**src/rtl/pcie_bram_fifo_s6.sv**
```systemverilog
// Valid/ready FIFO built around an external 36-bit BRAM wrapper, hiding its write and
// read latencies behind a small prefetch buffer so the consumer sees one word per clock.
module pcie_bram_fifo_s6 #(
   parameter int DEPTH_LOG2    = 11,
   parameter int WRITE_LATENCY = 1,
   parameter int READ_LATENCY  = 2,
   parameter int BUF_DEPTH     = READ_LATENCY + 2
) (
   input  logic                  user_clk_i,
   input  logic                  reset_n_i,
   input  logic                  s_valid,
   output logic                  s_ready,
   input  logic [35:0]           s_data,
   output logic                  m_valid,
   input  logic                  m_ready,
   output logic [35:0]           m_data,
   output logic                  wen,
   output logic [11:0]           waddr,
   output logic [35:0]           wdata,
   output logic                  ren,
   output logic                  rce,
   output logic [11:0]           raddr,
   input  logic [35:0]           rdata,
   output logic [DEPTH_LOG2:0]   level
);

   localparam int BIW = (BUF_DEPTH > 1) ? $clog2(BUF_DEPTH) : 1;
   localparam int BCW = $clog2(BUF_DEPTH + 1);
   localparam logic [DEPTH_LOG2:0]   CNT_ONE = (DEPTH_LOG2 + 1)'(1);
   localparam logic [DEPTH_LOG2:0]   FULL    = (DEPTH_LOG2 + 1)'(2 ** DEPTH_LOG2);
   localparam logic [DEPTH_LOG2-1:0] PTR_ONE = DEPTH_LOG2'(1);

   logic [DEPTH_LOG2-1:0] wptr, rptr;
   logic [DEPTH_LOG2:0]   ram_used, ram_used_next, rd_avail;
   logic [READ_LATENCY-1:0] inflight;
   logic [35:0]           buf_mem [BUF_DEPTH];
   logic [BIW-1:0]        buf_head, buf_tail;
   logic [BCW-1:0]        buf_count;
   logic [4:0]            occ;
   logic                  commit, capture, pop;

   function automatic logic [BIW-1:0] bump(input logic [BIW-1:0] idx);
      return (idx == BIW'(BUF_DEPTH - 1)) ? '0 : idx + BIW'(1);
   endfunction

   assign rce     = 1'b1;
   assign wen     = s_valid & s_ready;
   assign wdata   = s_data;
   assign waddr   = 12'(wptr);
   assign raddr   = 12'(rptr);
   assign level   = ram_used;
   assign m_valid = (buf_count != '0);
   assign m_data  = buf_mem[buf_head];
   assign pop     = m_valid & m_ready;
   assign capture = inflight[READ_LATENCY-1];

   // A write becomes readable once the wrapper has committed it; with zero write
   // latency the accepted word is visible to the read side right away.
   generate
      if (WRITE_LATENCY == 0) begin : g_wl0
         assign commit = wen;
      end else begin : g_wl
         logic [WRITE_LATENCY-1:0] wr_dly;
         always_ff @(posedge user_clk_i or negedge reset_n_i) begin
            if (!reset_n_i) wr_dly <= '0;
            else            wr_dly <= WRITE_LATENCY'({wr_dly, wen});
         end
         assign commit = wr_dly[WRITE_LATENCY-1];
      end
   endgenerate

   // Only issue a read when the buffer is guaranteed a free slot for its data.
   always_comb begin
      occ = 5'(buf_count);
      for (int i = 0; i < READ_LATENCY; i++) occ = occ + 5'(inflight[i]);
      ren = (rd_avail != '0) && (occ < 5'(BUF_DEPTH));
   end

   always_comb begin
      ram_used_next = ram_used;
      if (wen && !ren)      ram_used_next = ram_used + CNT_ONE;
      else if (!wen && ren) ram_used_next = ram_used - CNT_ONE;
   end

   always_ff @(posedge user_clk_i or negedge reset_n_i) begin
      if (!reset_n_i) begin
         wptr     <= '0;
         rptr     <= '0;
         ram_used <= '0;
         rd_avail <= '0;
         s_ready  <= 1'b0;
         inflight <= '0;
      end else begin
         ram_used <= ram_used_next;
         s_ready  <= (ram_used_next != FULL);
         inflight <= READ_LATENCY'({inflight, ren});
         if (wen) wptr <= wptr + PTR_ONE;
         if (ren) rptr <= rptr + PTR_ONE;
         case ({commit, ren})
            2'b10:   rd_avail <= rd_avail + CNT_ONE;
            2'b01:   rd_avail <= rd_avail - CNT_ONE;
            default: rd_avail <= rd_avail;
         endcase
      end
   end

   always_ff @(posedge user_clk_i or negedge reset_n_i) begin
      if (!reset_n_i) begin
         buf_head  <= '0;
         buf_tail  <= '0;
         buf_count <= '0;
         for (int i = 0; i < BUF_DEPTH; i++) buf_mem[i] <= '0;
      end else begin
         if (capture) begin
            buf_mem[buf_tail] <= rdata;
            buf_tail          <= bump(buf_tail);
         end
         if (pop) buf_head <= bump(buf_head);
         case ({capture, pop})
            2'b10:   buf_count <= buf_count + BCW'(1);
            2'b01:   buf_count <= buf_count - BCW'(1);
            default: buf_count <= buf_count;
         endcase
      end
   end

`ifndef SYNTHESIS
   always @(posedge user_clk_i) begin
      if (reset_n_i) assert (!(capture && !pop && buf_count == BCW'(BUF_DEPTH)));
   end
`endif

endmodule

```
**config.mk**
```make
export PLATFORM = sky130hd
export DESIGN_NAME = pcie_bram_fifo_s6
export DESIGN_NICKNAME = d
export VERILOG_FILES = /design/src/rtl/pcie_bram_fifo_s6.sv
export SDC_FILE = /design/constraint.sdc
export NUM_CORES = 1
export LEC_CHECK = 0
export CAP_MARGIN = 0
export CORE_ASPECT_RATIO = 1.5
export CORE_MARGIN = 2
export CORE_UTILIZATION = 40
export CTS_CLUSTER_SIZE = 40
export DETAILED_ROUTE_END_ITERATION = 12
export PLACE_DENSITY = 0.76
export SYNTH_ARGS = -nofsm -noshare
export SYNTH_HDL_FRONTEND = slang
export SYNTH_SLANG_ARGS = --single-unit
```
**constraint.sdc**
```tcl
create_clock -name user_clk_i -period 4.2 [get_ports user_clk_i]
set_input_delay 0.63 -clock user_clk_i [delete_from_list [all_inputs] [get_ports user_clk_i]]
set_output_delay 0.63 -clock user_clk_i [all_outputs]
set_load 0.05 [all_outputs]
```
; ---- Word level (Yosys, flattened, before mapping)
; Index checks and enable logic that the tools add are counted.
[classes]
mux = 12
bitwise = 4
n_addsub = 12
order_cmp = 4
eq_ne = 7
reduce_logical = 10
[ops]
columns = cell, n
row1 = $bwmux W144, 1
row2 = $mux W36, 3
row3 = $bmux W36 S2, 1
row4 = $demux W36 S2, 1
row5 = $add A12 B1 Y12 const B, 2
row6 = $mux W12, 2
row7 = $pmux W12 S2, 1
row8 = $sub A12 B1 Y12 const B, 2
row9 = $add A11 B1 Y11 const B, 2
row10 = $ne A12 B12 Y1 const B, 1
row11 = $reduce_bool A12 Y1, 1
row12 = $eq A2 B2 Y1 const B, 4
row13 = $ge A3 B3 Y1 const B, 2
row14 = $not A2 Y3, 2
row15 = $pmux W3 S2, 1
row16 = $add A4 B1 Y5, 1
row17 = $lt A5 B3 Y1 const B, 1
row18 = $add A2 B1 Y2 const B, 2
row19 = $add A3 B1 Y4, 1
row20 = $eq A2 B1 Y1 const B, 2
row21 = $logic_and A1 B1 Y1, 4
row22 = $mux W2, 2
row23 = $reduce_bool A2 Y1, 2
row24 = $add A3 B1 Y3 const B, 1
row25 = other kinds (5), 7
[word_totals]
output_inout_bits = 113
register_bits = 201
wordCells = 63
in_bits = 76

; ---- Logic depth before layout (Yosys ltp)
; Gate-level depths: netlist of the first run.
[depth]
ltp_word = 8
depth_mapped = 14
ltp_nobuf = 14

; ---- Worst setup path before layout of the first run
; Ideal clock, no wire load.
[synth_timing]
path_type = reg2reg
from = reg buf_count[0]
to = reg rd_avail[11]
stages_incl_launch_ff = 15
path_buffers = 0
setup_time_ns = 0.123
t_required_ns = 4.077
arrival_ns = 3.957
setup_slack_ns = 0.120
period_less_slack_ns = 4.080
path_cell_list = dfrtp_1 ha_1 a21o_1 a21oi_2 nand2_2 inv_2 ha_1 ha_1 a211o_2 a2111oi_0 nor2_1 a221oi_1 o22ai_1 a21o_1 xor2_1
[synth_between]
elab_chain_len = 6
word_cells_on_any_way = 8
classes_between = 2 x add/sub / 1 x order compare / 2 x eq/ne / 1 x mux / 2 x reduce/logical
[synth_lines]
columns = item, line_no
row1 = start: declaration, 38  ; logic [BCW-1:0] buf_count;
row2 = start signal: assignment, 120  ; 2'b10: buf_count <= buf_count + BCW'(1);
row3 = start signal: assignment, 121  ; 2'b01: buf_count <= buf_count - BCW'(1);
row4 = start signal: assignment, 122  ; default: buf_count <= buf_count;
row5 = $add A3 B1 Y4 (*), 75  ; for (int i = 0; i < READ_LATENCY; i++) occ = occ + 5'(inflight[i]);
row6 = $add A4 B1 Y5 (*), 75
row7 = $lt A5 B3 Y1 (*), 76  ; ren = (rd_avail != '0) && (occ < 5'(BUF_DEPTH));
row8 = $logic_and A1 B1 Y1 (*), 76
row9 = named net ren, 20  ; output logic ren,
row10 = $eq A2 B1 Y1 or $eq A2 B2 Y1 (tied branches), 99  ; case ({commit, ren})
row11 = $pmux W12 S2 or $reduce_bool A2 Y1 (tied branches), n/a
row12 = end signal: assignment, 100  ; 2'b10: rd_avail <= rd_avail + CNT_ONE;
row13 = end signal: assignment, 101  ; 2'b01: rd_avail <= rd_avail - CNT_ONE;
row14 = end signal: assignment, 102  ; default: rd_avail <= rd_avail;
row15 = end: declaration, 34  ; logic [DEPTH_LOG2:0] ram_used, ram_used_next, rd_avail;
; The timed path passes the listed nets; every way through them passes the cells marked *.
; A chain may end at the register's enable or synchronous reset.

; ---- Final worst setup path of the first run
[layout_timing]
from = reg inflight[1]
to = reg rd_avail[11]
[layout_between]
elab_chain_len = 5
word_cells_on_any_way = 7
classes_between = 1 x add/sub / 1 x order compare / 2 x eq/ne / 1 x mux / 2 x reduce/logical
[layout_lines]
columns = item, line_no
row1 = start: declaration, 35  ; logic [READ_LATENCY-1:0] inflight;
row2 = start signal: assignment, 96  ; inflight <= READ_LATENCY'({inflight, ren});
row3 = $add A4 B1 Y5 (*), 75
row4 = $lt A5 B3 Y1 (*), 76
row5 = $logic_and A1 B1 Y1 (*), 76
row6 = $eq A2 B1 Y1 or $eq A2 B2 Y1 (tied branches), 99
row7 = $pmux W12 S2 or $reduce_bool A2 Y1 (tied branches), n/a
; Every way passes the cells marked *; elsewhere a longest branch is shown, timed or not.

==> results of run 1 <==
-- layout make-up --
type                            count  area, um2  share of cell area [%]
Clock buffer                       26        574                    4.92
Clock inverter                      9        173                    1.48
Inverter                           15       56.3                   0.483
Multi-Input combinational cell    421       4180                    35.9
Sequential cell                   201       5030                    43.2
Tap cell                          319        399                    3.42
Timing Repair Buffer              124       1240                    10.7
-- critical path, delay by kind of cell, from the launching register on --
kind | cells | cell delay (ps)
AO/OA/AOI/OAI | 7 | 1980
XOR/XNOR | 1 | 130
adder cells (fa/ha/maj) | 3 | 820
buffers and inverters | 1 | 70
flip-flops | 1 | 490
AND/OR/NAND/NOR | 2 | 230
-- registers in the layout, summed over array words and instances (netlist names), 2 cells and up --
register / cells
inflight: 2
rd_avail: 12
rptr: 11
buf_mem: 144
buf_count: 3
level: 12
buf_head: 2
wptr: 11
buf_tail: 2
-- placed cells by master, fill, tap and decap left out, types with 2 or more instances in the layout --
master	count
dfrtp_1	199
mux2_2	146
clkdlybuf4s50_1	112
mux4_2	36
nand2_1	34
xnor2_1	28
ha_1	22
clkbuf_16	21
xor2_1	15
o21ai_0	14
nor2_1	14
inv_1	13
nand4_1	13
a21oi_1	11
nand3_1	10
buf_4	9
nor3_1	6
a21o_1	6
nand2_2	5
and3_1	5
bufinv_16	5
clkbuf_8	4
or3_1	3
o31ai_1	3
mux2i_1	3
conb_1	3
clkinv_2	3
and4_1	2
and2_1	2
o21bai_1	2
o21a_1	2
a2111oi_1	2
a221oi_1	2
nor4_2	2
inv_2	2
nor4_1	2
fa_1	2
dfrtp_2	2
clkbuf_1	2
buf_12	2
-- cells by family (layout without fill, tap and decap cells) --
family                     count (synthesis)  in the layout  synth area share (%)
xor gates and xnor gates                  43             43                  3.91
and+or+nand+nor                          108            108                  6.02
AOI/OAI and AO/OA                         58             58                  4.19
muxes                                    185            185                  25.8
DFF                                      201            201                  52.2
buffers and inverters                     79            174                  4.61
adders and majority gates                 24             24                  3.27
other                                      2              3                0.0779
-- through the flow --
stage / power, mW / cell area [um2]
floorplan: 7.96 / 9650
global placement: 9.53 / 10900
detailed placement: 9.68 / 10900
CTS: 11.7 / 11700
global route: 12.3 / 11700
finish: 11.6 / 11700
-- metal layers --
layer	part of all wire, %	up-vias	wire, um
li1	-	2681	-
met1	41	3022	8110
met2	53	128	10700
met3	4.0	26	808
met4	2.1	0	423
met5	0	-	0
-- final timing paths --
path | startpoint | end
worst max register to register | inflight[1] | rd_avail[11]
min in group user_clk_i | inflight[0] | inflight[1]
worst min-delay path | reset_n_i | buf_mem[118]
worst max-delay path | inflight[1] | rd_avail[11]
worst min register to register | inflight[0] | inflight[1]
max in group asynchronous | reset_n_i | buf_mem[33]
-- power by group through the flow --
| stage | Clock (mW) | Sequential (mW) | Combinational, mW |
|---|---|---|---|
| 2_1_floorplan | 0 | 3.69 | 4.27 |
| 3_5_place_dp | 0 | 3.59 | 6.09 |
| 6_report | 2.00 | 3.56 | 6.03 |
| 5_1_grt | 2.15 | 3.69 | 6.45 |
| 3_3_place_gp | 0 | 3.53 | 6.00 |
| 4_1_cts | 2.07 | 3.57 | 6.11 |
==> results.cfg, run 1 <==
[global_routing]
grt-ovfl-total = 0
grt_pass1_wl_um = 32400
grt_use_met3_pct = 2.40
track_usage_pct = 16.0
grtUsageMet1_pct = 19.3
use_met2_pct = 28.9
grt_max_degree = 108
grt_pass1_vias = 6286
grt-busiest-layer = met2
antenna_found_initial = 0

[power_and_ir_drop]
pwr-share-clk_pct = 17.3
combPwrFrac_pct = 52.0
power_density_mw_per_mm2 = 994
internal_power_mw = 6.85
netSwitchingPower_mw = 4.74
p_leak_nw = 4.89
p_sw_share_pct = 40.9
sequentialPowerShare_pct = 30.7
vdd_drop_max_mv = 0.469

[yosys]
synth_cells = 700
ys_dominant_reg_cell = dfrtp_1
synthTopCellsByCount = 201 x dfrtp_1, 146 x mux2_2, 39 x buf_4
netlist.area_leader.share_pct = 52.2
yosys-top-cells-area = dfrtp_1 52%, mux2_2 17%, mux4_2 8.4%
syn_area_mm2 = 0.00964
synth_edf_count = 0
avgSynthCellArea_um2 = 13.8
synth.most_common_cell = dfrtp_1
yosysWarnings = 0
synth.distinct_cells = 62
seq_area_frac_synth_pct = 52.2
async_reset_ff_share_pct = 100
synth_top_area_cell = dfrtp_1
ys_ff_latch = 201

[clock_tree]
tritoncts = yes
clockRootBuffer = clkbuf_16
clk_pin_slew_worst_paths_ps = 60
post_cts_buffers = 0
cts-htree-levels = 1
post_cts_resized = 0
cts_buffers = 21
clockBufferDepth = 3
clock_latency_ps = 480
postCtsHoldBufs = 0
cts.sinks = 201

[route]
vias_per_cell = 5.25
wl_per_cell_um = 18.0
first_pass_iters = 4
drc_errors = 0
postRouteAntennaNets = 0
vias = 5857
totalWireLength_um = 20000
drtIter0Drc = 202

[finish]
finish.utilization_pct = 49.3
fin_nets = 884
antennaDiodeCount = 0
num-fill-cells = 2059
drive_gt1_share_pct = 30.9
syn2layout_area_growth_pct = 20.9
final_cells = 1115

[critical_path]
cp_cell_sequence = ha_1, a21o_1, a21oi_2, nand2_2, inv_2, ha_1, ha_1, a211o_2, a2111oi_1, nor2_1, a221oi_1, o22ai_1, a21o_1, xor2_1
rr_worst_depth = 14
cp_max_fo = 9
worst_path_max_delay_cell = dfrtp_1
crit_top_cell = ha_1
critical_path_required_ps = 4570
endpoint_kind = register
critPathLaunchType = register
r2r_slack_ps = 370
cp.arrival_ps = 4200
critPathMaxStageDelay_ps = 490
critPathKind = register to register

[floorplanning]
num_rows = 69
die_h_um = 194
start_util_pct = 40.8
die_w_um = 131
ios = 189
die-area_mm2 = 0.0254
core_mm2 = 0.0237

[timing]
rsz0062_at_grt = no
maxSlewViolCount = 0
max_freq_mhz = 261
tns_ps = 0
finalSetupViolCount = 0
hold_viol = 0
timing_worst_slew_pin_value_ps = 1140
final.min_clock_period_ps = 3830
slew_headroom_pct = 23.7
clock_skew_ps = 6.83
whs_ps = 205
finalCritPeriodShare_pct = 91.1
layout_setup_ws_ps = 373

[placed_design]
gp_congestion = 0.845
placed_cells = 1080
io_buffers = 113
pre_cts_ws_ps = 300
place_hpwl_um = 13000

[hold_path]
hold_class = primary input to asynchronous set/reset pin

[run_status]
status = finished, final reports clean

[flow_run]
cap_violations = 0
Power figures use the tool's default switching activity.
==> run 2, diff against run 1 <==
--- a/config.mk
+++ b/config.mk
@@ -12,6 +12,7 @@
 export CTS_CLUSTER_SIZE = 40
 export DETAILED_ROUTE_END_ITERATION = 12
 export PLACE_DENSITY = 0.76
+export RECOVER_POWER = 50
 export SYNTH_ARGS = -nofsm -noshare
 export SYNTH_HDL_FRONTEND = slang
 export SYNTH_SLANG_ARGS = --single-unit
==> results.cfg, run 2 (synthesis results as in run 1) <==
[timing]
tns_ps = 0
layout_setup_ws_ps = 228
maxSlewViolCount = 108
finalCritPeriodShare_pct = 94.6
slew_headroom_pct = -83.2
hold_viol = 0
finalSetupViolCount = 0
rsz0062_at_grt = no
max_freq_mhz = 252
whs_ps = 382
timing_worst_slew_pin_value_ps = 2750
clock_skew_ps = 7.36
final.min_clock_period_ps = 3970

[placed_design]
placed_cells = 1080
gp_congestion = 0.845
placed_area_mm2 = 0.0109
io_buffers = 113
pre_cts_ws_ps = 300
place_hpwl_um = 13000

[finish]
antennaDiodeCount = 0
syn2layout_area_growth_pct = 20.6
fin_area_mm2 = 0.0116
fin_nets = 884
finish.utilization_pct = 49.2
largest-register = buf_mem
largest_reg_flops = 144
num-fill-cells = 2068
final_cells = 1115
final_common_cell = dfrtp_1
final_cell_mix = 200 x dfrtp_1, 146 x mux2_2, 111 x clkdlybuf4s50_1
drive_gt1_share_pct = 30.4

[critical_path]
r2r_slack_ps = 370
cp.arrival_ps = 3340
critPathLaunchType = register
r2r-end = rd_avail[11]
critPathKind = register to output port
reg2reg_from = inflight[1]
critical_path_required_ps = 3570
cp_cell_sequence = ha_1, a21o_1, a21oi_2, nand2_2, inv_2, clkbuf_1, clkdlybuf4s50_1
endpoint_kind = output port
critPathMaxStageDelay_ps = 930
cp_max_fo = 11
rr_worst_depth = 14
worst_path_max_delay_cell = clkdlybuf4s50_1

[hold_path]
min_path_cells = 0
holdPathEnd = inflight[1]
hold_class = register to register
hold_start = inflight[0]

[clock_tree]
post_cts_resized = 0
postCtsHoldBufs = 0
tritoncts = yes
cts.sinks = 201
clockRootBuffer = clkbuf_16
cts_buffers = 21
cts-htree-levels = 1
clockBufferDepth = 3
clock_latency_ps = 480
post_cts_buffers = 0
clk_pin_slew_worst_paths_ps = 60

[route]
first_pass_iters = 4
wl_per_cell_um = 18.0
postRouteAntennaNets = 0
drc_errors = 0
drtIter0Drc = 196
vias_per_cell = 5.27
vias = 5876
totalWireLength_um = 20000

[flow_run]
cap_violations = 1

[run_status]
violations = capacitance limit, slew limit
status = finished with violations

[power_and_ir_drop]
power_density_mw_per_mm2 = 996
p_total_mw = 11.6
vdd_drop_max_mv = 0.469
p_leak_nw = 4.87

[floorplanning]
die_w_um = 131
die_h_um = 194
core_mm2 = 0.0237
die-area_mm2 = 0.0254
start_util_pct = 40.8
num_rows = 69
ios = 189

[global_routing]
track_usage_pct = 16.0
grt_pass1_wl_um = 32400
grt_pass1_vias = 6286
antenna_found_initial = 0
grt-ovfl-total = 0
grt_max_degree = 108
-- run 2: changes by cell type in the layout (fill, tap and decap cells not counted), sizes merged --
cell,change
dlygate4sd3,+1
buf,-4
clkbuf,+4
clkdlybuf4s50,-1
-- run 2: final cells by class --
type	instances	area, um2	share of cell area, %
multi-input combinational	421	4180	36.0
sequential	201	5030	43.3
timing repair buffer	124	1210	10.4
inverter	15	56.3	0.484
tap	319	399	3.43
clock inverter	9	173	1.48
clock buffer	26	574	4.94
-- run 2: metal layers --
metal	vias to the layer above	routed length, um	global-route usage [%]
li1	2679	-	-
met1	3028	8110	19.3
met2	143	10700	28.9
met3	26	837	2.40
met4	0	422	4.73
met5	-	0	0
-- run 2: how the worst max path moves through the flow --
stage / cells past startpoint / start / end / slack, ps
finish: 7 / inflight[1] / ren / 230
global route: 14 / inflight[1] / rd_avail[11] / 40
CTS: 14 / inflight[1] / rd_avail[11] / 290
detailed placement: 14 / inflight[1] / rd_avail[11] / 300
global placement: 14 / inflight[1] / rd_avail[11] / 380
floorplan: 14 / buf_count[0] / rd_avail[11] / 120
-- run 2: worst max-delay path: cells and delay by family (launching register included) --
family / cells / cell delay [ps]
AOI/OAI and AO/OA: 2 / 440
adders and majority gates: 1 / 340
buffers and inverters: 3 / 1500
DFF: 1 / 490
and+or+nand+nor: 1 / 100
-- run 2: where the power goes --
part	total [mW]	leakage [nW]	switching, mW	internal (mW)
logic	6.02	2.12	3.34	2.69
clock network	2.01	0.365	0.734	1.27
registers	3.56	2.39	0.677	2.88
==> run 3, diff against run 2 <==
--- a/config.mk
+++ b/config.mk
@@ -11,7 +11,6 @@
 export CORE_UTILIZATION = 40
 export CTS_CLUSTER_SIZE = 40
 export DETAILED_ROUTE_END_ITERATION = 12
-export PLACE_DENSITY = 0.76
 export RECOVER_POWER = 50
 export SYNTH_ARGS = -nofsm -noshare
 export SYNTH_HDL_FRONTEND = slang
==> results.cfg, run 3 (synthesis results as in run 1) <==
[finish]
largest-register = buf_mem
final_common_cell = dfrtp_1
fin_nets = 884
finish.utilization_pct = 48.7
drive_gt1_share_pct = 30.4
final_cell_mix = 198 x dfrtp_1, 146 x mux2_2, 111 x clkdlybuf4s50_1
syn2layout_area_growth_pct = 19.4
antennaDiodeCount = 0
largest_reg_flops = 144
num-fill-cells = 2136
fin_area_mm2 = 0.0115

[global_routing]
grt_max_degree = 136
track_usage_pct = 16.3
grt_pass1_vias = 6387
antenna_found_initial = 0
grt-ovfl-total = 0
grt_pass1_wl_um = 33200

[timing]
tns_ps = 0
timing_worst_slew_pin_value_ps = 1660
rsz0062_at_grt = no
slew_headroom_pct = -10.7
max_freq_mhz = 253
maxSlewViolCount = 68
clock_skew_ps = 4.06
finalSetupViolCount = 0
final.min_clock_period_ps = 3950
finalCritPeriodShare_pct = 94.1
hold_viol = 0

[critical_path]
cp.arrival_ps = 4320
critical_path_required_ps = 4570
reg2reg_from = inflight[1]
critPathLaunch = inflight[1]
r2r-end = rd_avail[11]
critPathLaunchType = register
critPathKind = register to register
r2r_slack_ps = 250
cp_max_fo = 12
endpoint_kind = register
rr_worst_depth = 15

[floorplanning]
core_mm2 = 0.0237
num_rows = 69
ios = 189
die_h_um = 194
die_w_um = 131
die-area_mm2 = 0.0254
start_util_pct = 40.8

[clock_tree]
clockRootBuffer = clkbuf_16
clk_pin_slew_worst_paths_ps = 60
tritoncts = yes
clock_latency_ps = 480
cts.sinks = 201
clockBufferDepth = 3
cts-htree-levels = 1
cts_buffers = 21

[run_status]
status = finished with violations
violations = capacitance limit, slew limit

[power_and_ir_drop]
vdd_drop_max_mv = 0.591
power_density_mw_per_mm2 = 983
p_leak_nw = 4.81

[route]
wl_per_cell_um = 18.6
totalWireLength_um = 20800
drtIter0Drc = 252
drc_errors = 0
vias = 5905
postRouteAntennaNets = 0
first_pass_iters = 4
vias_per_cell = 5.30

[flow_run]
cap_violations = 1

[placed_design]
placed_area_mm2 = 0.0109
io_buffers = 113
place_hpwl_um = 13900
gp_congestion = 0.834

[hold_path]
hold_class = primary input to asynchronous set/reset pin
[run 3: stage by stage]
stage	setup WS [ps]	total power [mW]	cells	hold slack [ps]
floorplan	120	7.96	701	334
global placement	267	9.50	1080	364
detailed placement	150	9.73	1080	368
CTS	126	11.5	1115	380
global route	25.3	12.0	1115	380
finish	246	11.3	1115	348
[run 3: critical path: stages (launching register included)]
cell and delay [ps]:
dfrtp_2 470, ha_1 310, a21o_1 180, a21oi_2 280, nand2_2 90, inv_2 70
ha_1 200, buf_4 210, ha_1 300, o21a_1 210, a2111oi_1 500, nor2_1 140
a221oi_1 420, o22ai_1 120, a21o_1 190, xor2_1 140
[run 3: where the power goes]
part	leakage, nW	internal, mW	switching [mW]
registers	2.39	2.89	0.692
logic	2.12	2.69	3.36
clock network	0.302	0.970	0.731
total	4.81	6.54	4.78
[run 3: worst max path at each step]
stage               depth (start not counted)           end  slack [ps]
detailed placement                         15  rd_avail[11]         150
global route                               15  rd_avail[11]          30
finish                                     15  rd_avail[11]         250
CTS                                        15  rd_avail[11]         130
global placement                           15  rd_avail[11]         270
floorplan                                  14  rd_avail[11]         120
[run 3: area by class of cell]
cell class	instances	area (um2)	share of cell area [%]
clock buffer	29	586	5.08
clock inverter	6	35.0	0.304
multi-input combinational	421	4180	36.3
sequential	201	5030	43.7
inverter	15	56.3	0.489
timing repair buffer	124	1230	10.7
tap	319	399	3.47
[run 3: routing by layer]
metal | share of wire [%] | track usage [%]
met5 | 0 | 0
met4 | 2.1 | 4.06
met3 | 4.3 | 2.79
met2 | 53 | 29.8
met1 | 40 | 19.5
[run 3: repair_timing]
| item | CTS | global route |
|---|---|---|
| hold buffers | 0 | 0 |
| hold endpoints to repair | 0 | 0 |
| endpoints found under the setup margin | 0 | 1 |
| resized for setup | 0 | 2 |
| buffers inserted | 0 | 0 |
